<file path="config.mk">
export PLATFORM = sky130hd
export DESIGN_NAME = seg_display_scan
export DESIGN_NICKNAME = d
export VERILOG_FILES = /design/src/rtl/seg_display_scan_pkg.sv /design/src/rtl/seg_display_scan_tick_divider.sv /design/src/rtl/seg_display_scan.sv
export SDC_FILE = /design/constraint.sdc
export NUM_CORES = 1
export LEC_CHECK = 0
export ABC_CLOCK_PERIOD_IN_PS = 2200
export BUFFER_PORTS_ARGS = -buffer_cell sky130_fd_sc_hd__buf_4
export CORE_MARGIN = 2
export CORE_UTILIZATION = 50
export DETAILED_ROUTE_END_ITERATION = 8
export PLACE_DENSITY = 0.79
export SYNTH_ARGS = -nofsm -noshare
export SYNTH_HDL_FRONTEND = slang
export SYNTH_SLANG_ARGS = --single-unit
</file>
<file path="constraint.sdc">
create_clock -name in_clk -period 2.2 [get_ports in_clk]
set_input_delay 0.22 -clock in_clk [delete_from_list [all_inputs] [get_ports in_clk]]
set_output_delay 0.22 -clock in_clk [all_outputs]
set_load 0.01 [all_outputs]
</file>
<file path="src/rtl/seg_display_scan_pkg.sv">
// seg_display_scan_pkg: anode/segment codes, digit index width and blink pair-select encoding
package seg_display_scan_pkg;
    localparam int IDX_W = 2;
    localparam logic [3:0] AN_OFF  = 4'b1111;
    localparam logic [3:0] AN_DIG0 = 4'b0111;
    localparam logic [3:0] AN_DIG1 = 4'b1011;
    localparam logic [3:0] AN_DIG2 = 4'b1101;
    localparam logic [3:0] AN_DIG3 = 4'b1110;
    localparam logic [6:0] SEG_BLANK = 7'b1111111;
    typedef enum logic {PAIR_MIN = 1'b0, PAIR_SEC = 1'b1} pair_sel_e;
    function automatic logic [3:0] an_code(input logic [IDX_W-1:0] idx);
        return idx == 2'd0 ? AN_DIG0 : idx == 2'd1 ? AN_DIG1 : idx == 2'd2 ? AN_DIG2 : AN_DIG3;
    endfunction
endpackage

</file>
<file path="src/rtl/seg_display_scan_tick_divider.sv">
// tick_divider: free-running modulo-DIV counter with synchronous clear and a wrap pulse
module tick_divider #(
    parameter int DIV = 2,
    localparam int W = DIV > 1 ? $clog2(DIV) : 1
) (
    input  logic         in_clk,
    input  logic         in_rst_n,
    input  logic         in_clr,
    output logic [W-1:0] out_cnt,
    output logic         out_wrap
);
    logic [W-1:0] cnt_q, cnt_d;
    always_comb begin
        out_wrap = !in_clr && cnt_q == W'(DIV - 1);
        cnt_d    = (in_clr || out_wrap) ? '0 : cnt_q + 1'b1;
    end
    always_ff @(posedge in_clk or negedge in_rst_n) begin
        if (!in_rst_n) cnt_q <= '0;
        else           cnt_q <= cnt_d;
    end
    assign out_cnt = cnt_q;
endmodule

</file>
<file path="src/rtl/seg_display_scan.sv">
// seg_display_scan: 4-digit seven-segment scanner with adjust-mode pair blinking.
// Optional macro SEG_SCAN_BLANK_EN blanks anodes for the first BLANK_CYCLES of every slot.
module seg_display_scan
    import seg_display_scan_pkg::*;
#(
    parameter int REFRESH_DIV  = 100000,
    parameter int BLINK_DIV    = 25000000,
    parameter int BLANK_CYCLES = 16
) (
    input  logic        in_clk,
    input  logic        in_rst_n,
    input  logic [27:0] in_bcds,
    input  logic        in_adj,
    input  logic        in_sel,
    output logic [3:0]  out_an,
    output logic [6:0]  out_seg
);
    localparam int RW = REFRESH_DIV > 1 ? $clog2(REFRESH_DIV) : 1;
    localparam int BW = BLINK_DIV > 1 ? $clog2(BLINK_DIV) : 1;
    localparam int UNUSED_BLANK = BLANK_CYCLES;

    logic [RW-1:0]    ref_cnt;
    logic [BW-1:0]    blk_cnt;
    logic             ref_wrap, blk_wrap;
    logic [IDX_W-1:0] idx_q, idx_d;
    logic             phase_q, phase_d;
    logic [3:0]       an_q, an_d;
    logic [6:0]       seg_q, seg_d;
    logic             in_pair, dark, guard;
    pair_sel_e        sel;
    logic             unused_cnt;

    tick_divider #(.DIV(REFRESH_DIV)) u_refresh (
        .in_clk(in_clk), .in_rst_n(in_rst_n), .in_clr(1'b0),
        .out_cnt(ref_cnt), .out_wrap(ref_wrap)
    );
    tick_divider #(.DIV(BLINK_DIV)) u_blink (
        .in_clk(in_clk), .in_rst_n(in_rst_n), .in_clr(!in_adj),
        .out_cnt(blk_cnt), .out_wrap(blk_wrap)
    );

    assign sel        = pair_sel_e'(in_sel);
    assign unused_cnt = ^{ref_cnt, blk_cnt};

    always_comb begin
        idx_d   = ref_wrap ? idx_q + 1'b1 : idx_q;
        phase_d = !in_adj ? 1'b1 : blk_wrap ? !phase_q : phase_q;
        in_pair = (sel == PAIR_SEC) ? idx_q[1] : !idx_q[1];
        // forcing is gated by the live in_adj so leaving adjust lights the pair at once
        dark    = in_adj && !phase_q && in_pair;
`ifdef SEG_SCAN_BLANK_EN
        guard   = int'(ref_cnt) < BLANK_CYCLES;
`else
        guard   = 1'b0;
`endif
        an_d    = (dark || guard) ? AN_OFF : an_code(idx_q);
        seg_d   = idx_q == 2'd0 ? in_bcds[27:21] :
                  idx_q == 2'd1 ? in_bcds[20:14] :
                  idx_q == 2'd2 ? in_bcds[13:7]  : in_bcds[6:0];
    end

    always_ff @(posedge in_clk or negedge in_rst_n) begin
        if (!in_rst_n) begin
            idx_q   <= '0;
            phase_q <= 1'b1;
            an_q    <= AN_OFF;
            seg_q   <= SEG_BLANK;
        end else begin
            idx_q   <= idx_d;
            phase_q <= phase_d;
            an_q    <= an_d;
            seg_q   <= seg_d;
        end
    end

    assign out_an  = an_q;
    assign out_seg = seg_q;
endmodule

</file>
== Yosys cells after proc, flatten, opt, wreduce, memory -nomap -nowiden ==
Index checks and enable logic that the tools add are counted.

* $add $sub $neg: 3
* Equality and inequality tests: 5
* Muxes and demuxes: 12
* Reduce and logical (&&, ||, !) cells: 8

{| class="wikitable"
|+ Operators with widths
! cell !! number
|-
| 25-bit by 1-bit adder with 25-bit output, second input constant || 1
|-
| 25-bit == test, second input constant || 1
|-
| 25-bit two-way mux || 1
|-
| 7-bit two-way mux || 3
|-
| 17-bit by 1-bit adder with 17-bit output, second input constant || 1
|-
| 17-bit == test, second input constant || 1
|-
| 17-bit two-way mux || 1
|-
| 4-bit two-way mux || 2
|-
| 1-bit logical AND || 3
|-
| 1-bit logical NOT || 3
|-
| 1-bit two-way mux || 3
|-
| 3-bit two-way mux || 1
|-
| 2-bit by 1-bit adder with 2-bit output, second input constant || 1
|-
| 2-bit by 1-bit == test with 1-bit output, second input constant || 1
|-
| 2-bit == test, second input constant || 1
|-
| 2-bit logical NOT || 1
|-
| 2-bit two-way mux || 1
|-
| 2-bit by 1-bit != test with 1-bit output, second input constant || 1
|-
| 1-bit logical OR || 1
|}

* Register bits: 56
* Input bits: 32
* Logic and storage cells: 34

== Logic depth before layout (Yosys ltp) ==
* Depth in word-level cells: 5
* Mapped depth: 7
* Gate-level depth less buffers: 6

== Hierarchy ==
A second synthesis with hierarchy kept.

* Cell total of the unflattened synthesis: 298
* Area, all modules: 3026.7 µm²

{| class="wikitable"
|+ Modules (own cells, without submodules)
! module !! times used !! cells each !! area each (µm²) !! sequential area each (µm²)
|-
| tick_divider (u_blink) || 1 || 145 || 1367.6 || 625.6
|-
| tick_divider (u_refresh) || 1 || 87 || 848.3 || 425.4
|-
| seg_display_scan || 1 || 66 || 810.8 || 365.4
|}

== Worst setup path before layout ==
Ideal clock, no wire load.

* Kind: reg-to-reg
* Start: register u_blink.cnt_q[0] (netlist: u_blink.out_cnt[0])
* End: register u_blink.cnt_q[24] (netlist: u_blink.out_cnt[24])
* Setup time: 0.078 ns
* Data arrival time: 1.746 ns
* Required time: 2.122 ns
* Path slack: 0.377 ns
* Cell stages (with the launch flop): 6
* Buffers on the path: 0
* Cells stage by stage: dfrtp_1 ha_1 and4_1 nand4_1 or4_1 a21oi_1

* Cells in the longest elaborated chain, start to end: 4
* Elaborated cells between the ends (all ways): 5
* Classes of those cells: add/sub: 1; eq/ne: 1; mux: 1; reduce/logical: 2

{| class="wikitable"
|+ RTL lines
! what !! RTL line !! text
|-
| from (decl) || seg_display_scan_tick_divider.sv:12 || <nowiki>logic [W-1:0] cnt_q, cnt_d;</nowiki>
|-
| from (signal assigned) || seg_display_scan_tick_divider.sv:19 || <nowiki>else cnt_q <= cnt_d;</nowiki>
|-
| parallel branches: the longest is 3 deep, another holds 25-bit by 1-bit adder with 25-bit output || n/a ||
|-
| 25-bit two-way mux (*) || seg_display_scan_tick_divider.sv:15 || <nowiki>cnt_d = (in_clr || out_wrap) ? '0 : cnt_q + 1'b1;</nowiki>
|-
| net u_blink.cnt_d[24] || seg_display_scan_tick_divider.sv:12 ||
|}

Mark *: on every way through the listed nets, which the timed path passes.
A chain may end at the register's enable or synchronous reset.

== Worst setup path in the final report ==
Same ends and word-level chain as after synthesis.

==> flow_metrics.tcl <==
set metrics [dict create \
    final_max_slew_viol_count 0 \
    netlist_instances 284 \
    synthArstFlopShare_pct 100.0 \
    syn-num-nets 324 \
    startpoint_type "flip-flop" \
    die_h_um 79.22 \
    antennaDiodeCount 0 \
    syn2layout_area_growth_pct 17.43 \
    peakVddDrop_uv 307.0 \
    routedWlPerCell_um 13.62 \
    maxCapViolations 0 \
    grt_setup_unrepaired "no" \
    tightest_slew_ns 0.6781 \
    gr-total-overflow 0 \
    ys_seq_area_share_pct 50.07 \
    insertion_delay_ns 0.31 \
    hold_viol_final 0 \
    clockBufferDepth 2 \
    setup_viol 0 \
    vias 2203 \
    crit_end "u_blink.out_cnt[24]" \
    synthTopCellsByArea "dfrtp_1 (39%), dfstp_2 (11%), xnor2_1 (5.0%), nor2_1 (4.1%), a21oi_1 (3.7%)" \
    drive_above_1_share_pct 21.52 \
    first_global_vias 2096 \
    hold_path_class "in2reg" \
    vias_per_cell 5.480 \
    dp_hpwl_um 3957 \
    tns_ns 0 \
    synth-seq-cells 56 \
    yosys.area.top_type "dfrtp_1" \
    path_cells "ha_1 -> and4_1 -> nand4_1 -> or4_1 -> a21oi_1" \
    cp_data_required_time_ns 2.44 \
    grt_pass1_wl_um 9349 \
    power_frac_comb_pct 6.3 \
    path_max_fanout 10 \
    ys.flop_type "dfrtp_1" \
    ys.warnings.count 0 \
    clock_skew_ns 0.01735 \
    r2r_cells 5 \
    slowest_stage "or4_1" \
    clock.fmax_mhz 486.5 \
    p_int_mw 1.392 \
    clockPowerShare_pct 34.1 \
    cts_setup_buffers 0 \
    seq_power_share_pct 59.6 \
    cts_hold_buf 1 \
    arrival_ns 2.30 \
    p_per_area_nw_per_um2 532.0 \
    ios 43 \
    cts_resized 0 \
    syn-cell-area_um2 2829 \
    firstDrtPassIters 4 \
    core_area_um2 5473 \
    syn_avg_cell_area_um2 9.961 \
    dieArea_um2 6276 \
    power.share.switching_pct 21.25 \
    path_class "reg2reg" \
    initial_utilization_pct 51.69 \
    power_leakage_nw 1.421 \
    crit_family "simple AND/OR/NAND/NOR gates" \
    synth_edf_count 0 \
    antenna_left 0 \
    final_cells 402 \
    cts.sinks 56 \
    max_stage_delay_ns 0.55 \
    crit_cells 5 \
    status "finished, final reports clean" \
    switchingPower_mw 0.3756 \
    r2r_setup_slack_ns 0.14 \
    post-route-util_pct 60.70 \
    period_minus_slack_ns 2.055 \
    layout.nets 369 \
    timing.hold.ws_ns 0.08315 \
    hold_start "in_adj" \
    startpoint "u_blink.out_cnt[0]" \
    num_rows 27 \
    clk_pin_slew_ns 0.11 \
    cp-end-kind "flip-flop" \
    die_w_um 79.22 \
    drt-initial-drc-count 123 \
    cts_buffers 5 \
    antenna_found_initial 0 \
    grt_max_degree 57 \
    dp_cells 393 \
    reg2reg_to "u_blink.out_cnt[24]" \
    relSlewSlack_pct 54.79 \
    drt_wl_total_um 5475 \
    gp_congestion 0.8217 \
    portBuffers 42 \
    p_total_mw 1.767 \
    grtUsageTotal_pct 18.69 \
    drc 0 \
    netlist.area_leader.share_pct 38.92 \
    crit_buf_inv 0 \
    synth.distinct_cells 37 \
    cts-htree-levels 2 \
    reg2reg_from "u_blink.out_cnt[0]" \
    fillers 473 \
    cts-root-buf "clkbuf_8" \
    cts_tree "built" \
    fin_crit_sh_pct 93.43 \
]
## layout by cell type, fill, tap and decap left out, drive strengths merged, types with 10 or more instances in the layout
| cell type | instances |
|---|---|
| or3 | 10 |
| nand2 | 28 |
| dfstp | 12 |
| nor2 | 31 |
| xor2 | 10 |
| xnor2 | 16 |
| dfrtp | 44 |
| a21oi | 21 |
| nand4 | 13 |
| buf | 45 |
| nand3 | 12 |
| o21ai | 17 |
## cell type report
| type | instances | area [µm²] | share of cell area, % |
|---|---|---|---|
| flip-flops and latches | 56 | 1416 | 42.64 |
| multi-input cells | 212 | 1338 | 40.26 |
| repair buffers | 46 | 347.8 | 10.47 |
| clock buffers | 8 | 100.1 | 3.013 |
| well taps | 72 | 90.09 | 2.712 |
| inverters | 8 | 30.03 | 0.9040 |
## cells by family after synthesis
| kind of cell | after synthesis | synth area share, % |
|---|---|---|
| flops | 56 | 50.07 |
| fa+ha+maj | 8 | 3.538 |
| mux | 7 | 2.477 |
| compound gates | 45 | 8.624 |
| xor+xnor | 26 | 8.049 |
| buf+inv | 16 | 2.654 |
| simple gates | 126 | 24.59 |
## how the worst min path moves through the flow
stage	to	slack, ns	depth (start not counted)
floorplan	idx_q[0]	-0.08	0
global placement	u_blink.out_cnt[19]	0.31	1
detailed placement	idx_q[0]	0.31	1
CTS	phase_q	0.08	2
global route	phase_q	0.08	2
finish	phase_q	0.08	2
## power by group through the flow
stage               logic, mW  clock network, mW  registers [mW]
floorplan              0.0282                  0            1.08
global placement        0.110                  0            1.07
detailed placement      0.112                  0            1.07
CTS                     0.114              0.616            1.05
global route            0.126              0.658            1.05
finish                  0.112              0.603            1.05
## sequential cells by signal, summed over array words and instances, names as in the netlist
| signal | flops |
|---|---|
| u_blink.out_cnt | 25 |
| u_refresh.out_cnt | 17 |
| out_seg | 7 |
| out_an | 4 |
| idx_q | 2 |
| phase_q | 1 |
## synthesized netlist by cell type, types with 7 or more instances
master	n
or4_1	7
inv_1	8
xor2_1	10
nand3_1	12
a21oi_1	21
nand4_1	12
dfrtp_1	44
dfstp_2	12
or3_1	9
xnor2_1	16
mux2i_1	7
o21ai_0	16
nand2_1	28
nor2_1	31
ha_1	8
## worst reg2reg max path, stage by stage, from the launching register on
cell and delay (ns):
dfrtp_1 0.43, ha_1 0.25, and4_1 0.31, nand4_1 0.30, or4_1 0.55, a21oi_1 0.16
## metrics by stage
step | setup WS (ns) | cell area, µm²
2_1_floorplan | 0.3769 | 2829
3_3_place_gp | 0.2698 | 3212
3_5_place_dp | 0.1758 | 3212
4_1_cts | 0.1612 | 3322
5_1_grt | 0.006277 | 3322
6_report | 0.1446 | 3322
## per-layer routing
layer  share of wire [%]  vias up  GRT usage (%)
met4                 1.9        0          6.724
met3                 3.7       11          4.091
met2                  49       44          31.61
li1                    -     1098              -
met5                   0        -              0
met1                  45     1050          23.62
Power figures use the tool's default switching activity.
